===== config.mk =====
export PLATFORM = sky130hd
export DESIGN_NAME = seg7_scan_driver
export DESIGN_NICKNAME = d
export VERILOG_FILES = /design/src/rtl/seg7_scan_driver.sv
export SDC_FILE = /design/constraint.sdc
export NUM_CORES = 1
export LEC_CHECK = 0
export ABC_AREA = 1
export CAP_MARGIN = 30
export CORE_AREA = 2 2 128 130
export DETAILED_ROUTE_END_ITERATION = 10
export DIE_AREA = 0 0 130 132
export DONT_BUFFER_PORTS = 1
export GPL_ROUTABILITY_DRIVEN = 0
export PLACE_DENSITY_LB_ADDON = 0.08
export SYNTH_ARGS = -nofsm -noshare
export SYNTH_HDL_FRONTEND = slang
export SYNTH_SLANG_ARGS = --single-unit

===== constraint.sdc =====
create_clock -name base_clk -period 5 [get_ports base_clk]
set_input_delay 1 -clock base_clk [delete_from_list [all_inputs] [get_ports base_clk]]
set_output_delay 1 -clock base_clk [all_outputs]
set_load 0.005 [all_outputs]

===== src/rtl/seg7_scan_driver.sv =====
// Eight-digit common-anode 7-segment scanner with frame-synchronous update of the
// displayed value and optional leading-zero blanking.
module seg7_scan_driver #(
  parameter int DIV   = 50000,
  parameter int DIV_W = 16
) (
  input  logic        base_clk,
  input  logic        reset,
  input  logic        wr_en,
  input  logic [31:0] wr_data,
  input  logic [7:0]  wr_dp,
  input  logic        blank_lz,
  output logic [7:0]  o_seg,
  output logic [7:0]  o_sel,
  output logic        frame_done
);

  function automatic logic [6:0] seg_lut(input logic [3:0] nib);
    logic [6:0] seg;
    case (nib)
      4'h0: seg = 7'h40;
      4'h1: seg = 7'h79;
      4'h2: seg = 7'h24;
      4'h3: seg = 7'h30;
      4'h4: seg = 7'h19;
      4'h5: seg = 7'h12;
      4'h6: seg = 7'h02;
      4'h7: seg = 7'h78;
      4'h8: seg = 7'h00;
      4'h9: seg = 7'h10;
      4'hA: seg = 7'h08;
      4'hB: seg = 7'h03;
      4'hC: seg = 7'h46;
      4'hD: seg = 7'h21;
      4'hE: seg = 7'h06;
      default: seg = 7'h0E;
    endcase
    return seg;
  endfunction

  logic [DIV_W-1:0] div_q, div_d;
  logic [2:0]       idx_q, idx_d;
  logic [31:0]      disp_data_q, disp_data_d;
  logic [7:0]       disp_dp_q, disp_dp_d;
  logic [31:0]      pend_data_q, pend_data_d;
  logic [7:0]       pend_dp_q, pend_dp_d;
  logic             pend_v_q, pend_v_d;
  logic             wrap_q, wrap_d;
  logic [7:0]       seg_q, seg_d;
  logic [7:0]       sel_q, sel_d;
  logic             frame_done_q, frame_done_d;

  logic             tick;
  logic             boundary;
  logic [3:0]       nib;
  logic [31:0]      upper;
  logic             blank;

  always_comb begin
    tick         = (div_q == DIV_W'(DIV - 1));
    boundary     = tick && (idx_q == 3'd7);
    div_d        = tick ? '0 : div_q + DIV_W'(1);
    idx_d        = tick ? idx_q + 3'd1 : idx_q;
    disp_data_d  = disp_data_q;
    disp_dp_d    = disp_dp_q;
    pend_data_d  = pend_data_q;
    pend_dp_d    = pend_dp_q;
    pend_v_d     = pend_v_q;

    // disp only moves on the 7->0 wrap; a write landing on that cycle wins over pend
    if (boundary) begin
      pend_v_d = 1'b0;
      if (wr_en) begin
        disp_data_d = wr_data;
        disp_dp_d   = wr_dp;
      end else if (pend_v_q) begin
        disp_data_d = pend_data_q;
        disp_dp_d   = pend_dp_q;
      end
    end else if (wr_en) begin
      pend_data_d = wr_data;
      pend_dp_d   = wr_dp;
      pend_v_d    = 1'b1;
    end

    // wrap_q delays the pulse one cycle so it lines up with digit 0 on o_sel
    wrap_d       = boundary;
    frame_done_d = wrap_q;

    nib   = disp_data_q[{idx_q, 2'b00} +: 4];
    upper = disp_data_q >> {idx_q, 2'b00};
    blank = blank_lz && (idx_q != 3'd0) && (upper == 32'd0);

    if (blank) begin
      sel_d = 8'hFF;
      seg_d = 8'hFF;
    end else begin
      sel_d = ~(8'd1 << idx_q);
      seg_d = {~disp_dp_q[idx_q], seg_lut(nib)};
    end
  end

  always_ff @(posedge base_clk) begin
    if (reset) begin
      div_q        <= '0;
      idx_q        <= 3'd0;
      disp_data_q  <= 32'd0;
      disp_dp_q    <= 8'd0;
      pend_data_q  <= 32'd0;
      pend_dp_q    <= 8'd0;
      pend_v_q     <= 1'b0;
      wrap_q       <= 1'b0;
      seg_q        <= 8'hFF;
      sel_q        <= 8'hFF;
      frame_done_q <= 1'b0;
    end else begin
      div_q        <= div_d;
      idx_q        <= idx_d;
      disp_data_q  <= disp_data_d;
      disp_dp_q    <= disp_dp_d;
      pend_data_q  <= pend_data_d;
      pend_dp_q    <= pend_dp_d;
      pend_v_q     <= pend_v_d;
      wrap_q       <= wrap_d;
      seg_q        <= seg_d;
      sel_q        <= sel_d;
      frame_done_q <= frame_done_d;
    end
  end

  assign o_seg      = seg_q;
  assign o_sel      = sel_q;
  assign frame_done = frame_done_q;

endmodule


==> metrics.log <==
INFO  metric worstHoldPathCells = 2
INFO  metric hpwl = 10.16 mm
INFO  metric post_cts_buffers = 0
INFO  metric die_width = ~130 um
INFO  metric timing_worst_setup_path_type = flip-flop to flip-flop
INFO  metric r2r.worst_path.cells = 15
INFO  metric endpoint_kind = flip-flop
INFO  metric cts_tree = yes
INFO  metric setup.worst_path.start = idx_q[0]$_SDFFE_PP0P_
INFO  metric synth-async-reset-ratio = 0
INFO  metric ir_worst_vdd = about 0.22 mV
INFO  metric clock_insertion_delay_worst_skew = approximately 0.42 ns
INFO  metric synth_sequential_area_ratio = 0.3894
INFO  metric first_pass_iters = 5
INFO  metric worst_hold_path.endpoint = frame_done$_SDFF_PP0_
INFO  metric clkSlewWorstSetupHoldPaths = ~0.06 ns
INFO  metric layout-area-overhead-vs-synth = 8.909%
INFO  metric tritoncts.num_buffers = 17
INFO  metric core_area = between 15000 and 20000 um2
INFO  metric yosys.cell_count.top_type = nand2_1
INFO  metric syn_inst = about 890
INFO  metric multi_input_combinational_cell_area = 3030 um2
INFO  metric avgSynthCellArea = roughly 6.8 um2
INFO  metric fmax = ~330 MHz
INFO  metric cellLeakagePower = 2.532 nW
INFO  metric sequential_cell_area = about 2400 um2
INFO  metric final_ant_viol_nets = 0
INFO  metric place_inst = between 1000 and 1500
INFO  metric setup_tns = 0 ns
INFO  metric finalHoldViolCount = 0
INFO  metric die_h = approximately 130 um
INFO  metric postCtsHoldBufs = 0
INFO  metric synth_enable_flop_cells = 0
INFO  metric yosysWarningCount = 0
INFO  metric crit_slowest_cell = dfxtp_1
INFO  metric post-route-drc-count = 0
INFO  metric drt-vias-per-instance = just over 5
INFO  metric grt_util_met2 = 0.2568
INFO  metric dominantRegCellSynth = dfxtp_1
INFO  metric powerDensity = around 340 nW/um2
INFO  metric reg2reg_to = o_seg[7]$_SDFF_PP1_
INFO  metric ff2ff_setup_slack = between 1.5 and 2 ns
INFO  metric effective_utilization_at_floorplan = 0.3861
INFO  metric met3_usage = 0.04505
INFO  metric use_met1 = 0.2627
INFO  metric worstHoldStart = frame_done_d$_SDFF_PP0_
INFO  metric synth.area.top_cells = dfxtp_1, nand2_1, a21oi_1
INFO  metric grt_overflow_total = 0
INFO  metric postSynthRegisterBits = 118
INFO  metric nFillCells = 1677
INFO  metric critical-path-top-cell-by-count = nand2_1
INFO  metric timing.final.crit_period = around 3.0 ns
INFO  metric first_global_vias = slightly below 5000
INFO  metric postLayoutCoreUtil = 0.4205
INFO  metric proportion_of_netlist_area_held_by_the_largest_area_contributor = 0.3894
INFO  metric run_status = completed
INFO  metric initialDrtViolationCount = between 300 and 400
INFO  metric tritoncts_num_sinks = about 120
INFO  metric critical_path_arrival = 3.29 ns
INFO  metric critical_path.max_fanout = 35
INFO  metric synth.top_cells.by_count = nand2_1, dfxtp_1, a21oi_1, inv_1, o21ai_0
INFO  metric ioPinCount = 61
INFO  metric grt.total_usage = 0.1790
INFO  metric grt_pass1_wl = ~25 mm
INFO  metric worst-slew-pin-transition = roughly 0.8 ns
INFO  metric rsz0062_at_grt = false
INFO  metric critical_path.startpoint_type = flip-flop
INFO  metric fraction_of_final_layout_cells_sized_beyond_drive_strength_1 = 0.07898
INFO  metric synth_nets = 943
INFO  metric post_synth_instance_area = ~6000 um2
INFO  metric worstHoldPathType = flip-flop to flip-flop
INFO  metric die_outline_area = about 17000 um2
INFO  metric r2r_start = idx_q[0]$_SDFFE_PP0P_
INFO  metric timing.final.setup_violations = 0
INFO  metric root_buffer = clkbuf_16
INFO  metric num_antenna_cells = 0
INFO  metric cts.htree.levels = 4
INFO  metric timing.final.crit_share = 0.6019
INFO  metric max_capacitance_violation_total = 0
INFO  metric netlist.top_cell.by_area = dfxtp_1
INFO  metric place.port_buffers = 0
INFO  metric timing.final.max_slew_violations = 0
INFO  metric final_cells = approximately 1100
INFO  metric count_of_vias_placed_by_the_detailed_router = between 5000 and 6000
INFO  metric top_usage_layer = met1
INFO  metric wire_per_inst = about 14 um
INFO  metric grt_max_degree = 83
INFO  metric drt-total-wl = between 10 and 15 mm
INFO  metric design.final.nets = between 900 and 1000
INFO  metric placement_rows = 46
INFO  metric crit_path_cell_chain = buf_4, inv_6, nand2_1, nand2_1, nand2_1, o21ai_2, o21ai_1, inv_1, ha_1, nand3_1, a21oi_2, nand2_1, nor2_2, nand3_4, nand3_1
INFO  metric antenna_found_initial = 0
INFO  metric cts_buffer_depth = 2
INFO  metric slew_headroom = 0.4563
INFO  metric fin_skew = between 0.009 and 0.01 ns
INFO  metric post_cts.resized_instances = 0
INFO  metric synth.lib_cells_used.distinct = 38
INFO  metric worstPathRequired = ~5.3 ns
INFO  metric critical_path.max_stage_delay = between 0.6 and 0.7 ns
## area by class of cell
type,instances,share of cell area
clock buffer,17,0.06438
tap,216,0.04090
inverter,85,0.04904
timing repair buffer,5,0.007574
clock inverter,15,0.02197
sequential,118,0.3575
multi-input combinational,621,0.4586
## routing by layer
layer	vias to the layer above	share of wire
li1	2837	-
met1	2471	0.51
met2	138	0.43
met3	13	0.046
met4	0	0.011
met5	-	0
## state kept, by name, summed over array words and instances (netlist names)
name / cells
disp_data_q: 32
disp_dp_q: 8
div_q: 16
frame_done: 1
frame_done_d: 1
idx_q: 3
o_seg: 8
o_sel: 8
pend_data_q: 32
pend_dp_q: 8
pend_v_q: 1
## critical path: cells and delay by family, from the launching register on
family	cells	cell delay, ns
adder cells (fa/ha/maj)	1	0.26
buffers and inverters	3	0.66
AO/OA/AOI/OAI	3	0.52
AND/OR/NAND/NOR	8	0.79
flip-flops	1	0.62
## cells in the final DEF (no fill, tap or decap), types with 2 or more instances in the layout
master,instances
nand3_2,10
ha_1,12
clkinv_4,2
buf_4,4
xor2_1,3
a21oi_1,92
nand2_1,237
nand4_1,47
nor3_1,3
o21ai_1,44
nor2_2,3
clkinvlp_4,5
inv_2,5
inv_1,78
clkbuf_16,17
nand3_1,49
inv_6,6
o211ai_1,2
o21ai_0,51
nand2_4,2
nand2_2,4
or2_2,2
nor2_1,48
dfxtp_1,118
## power by group
part	total (W)	internal [W]	switching (W)
logic	0.0000888	0.0000299	0.0000590
registers	0.000977	0.000969	0.00000797
clock network	0.00116	0.000693	0.000471
## how the worst max path moves through the flow
stage                          end  slack [ns]  cells after the start
2_1_floorplan  o_seg[2]$_SDFF_PP1_        2.83                     17
3_3_place_gp   o_seg[0]$_SDFF_PP1_        2.13                     15
5_1_grt        o_seg[7]$_SDFF_PP1_        1.71                     15
4_1_cts        o_seg[7]$_SDFF_PP1_        1.98                     15
3_5_place_dp   o_seg[7]$_SDFF_PP1_        1.99                     15
6_report       o_seg[7]$_SDFF_PP1_        1.99                     15
## stage by stage
stage	power [W]	setup slack (ns)	instance area, um2	hold WS, ns
floorplan	0.001084	2.827	6067	0.3883
global placement	0.001081	2.125	6017	0.4017
detailed placement	0.001085	1.985	6017	0.4084
CTS	0.002265	1.979	6588	0.4163
global route	0.002324	1.708	6608	0.4280
finish	0.002229	1.990	6608	0.4096
## cell families after synthesis
family,count (synthesis),share of synthesized area
simple gates,412,0.3071
compound gates,194,0.1633
buf+inv,148,0.1112
flops,118,0.3894
fa+ha+maj,12,0.02475
xor+xnor,3,0.004332
(Power assumes the default switching activity.)
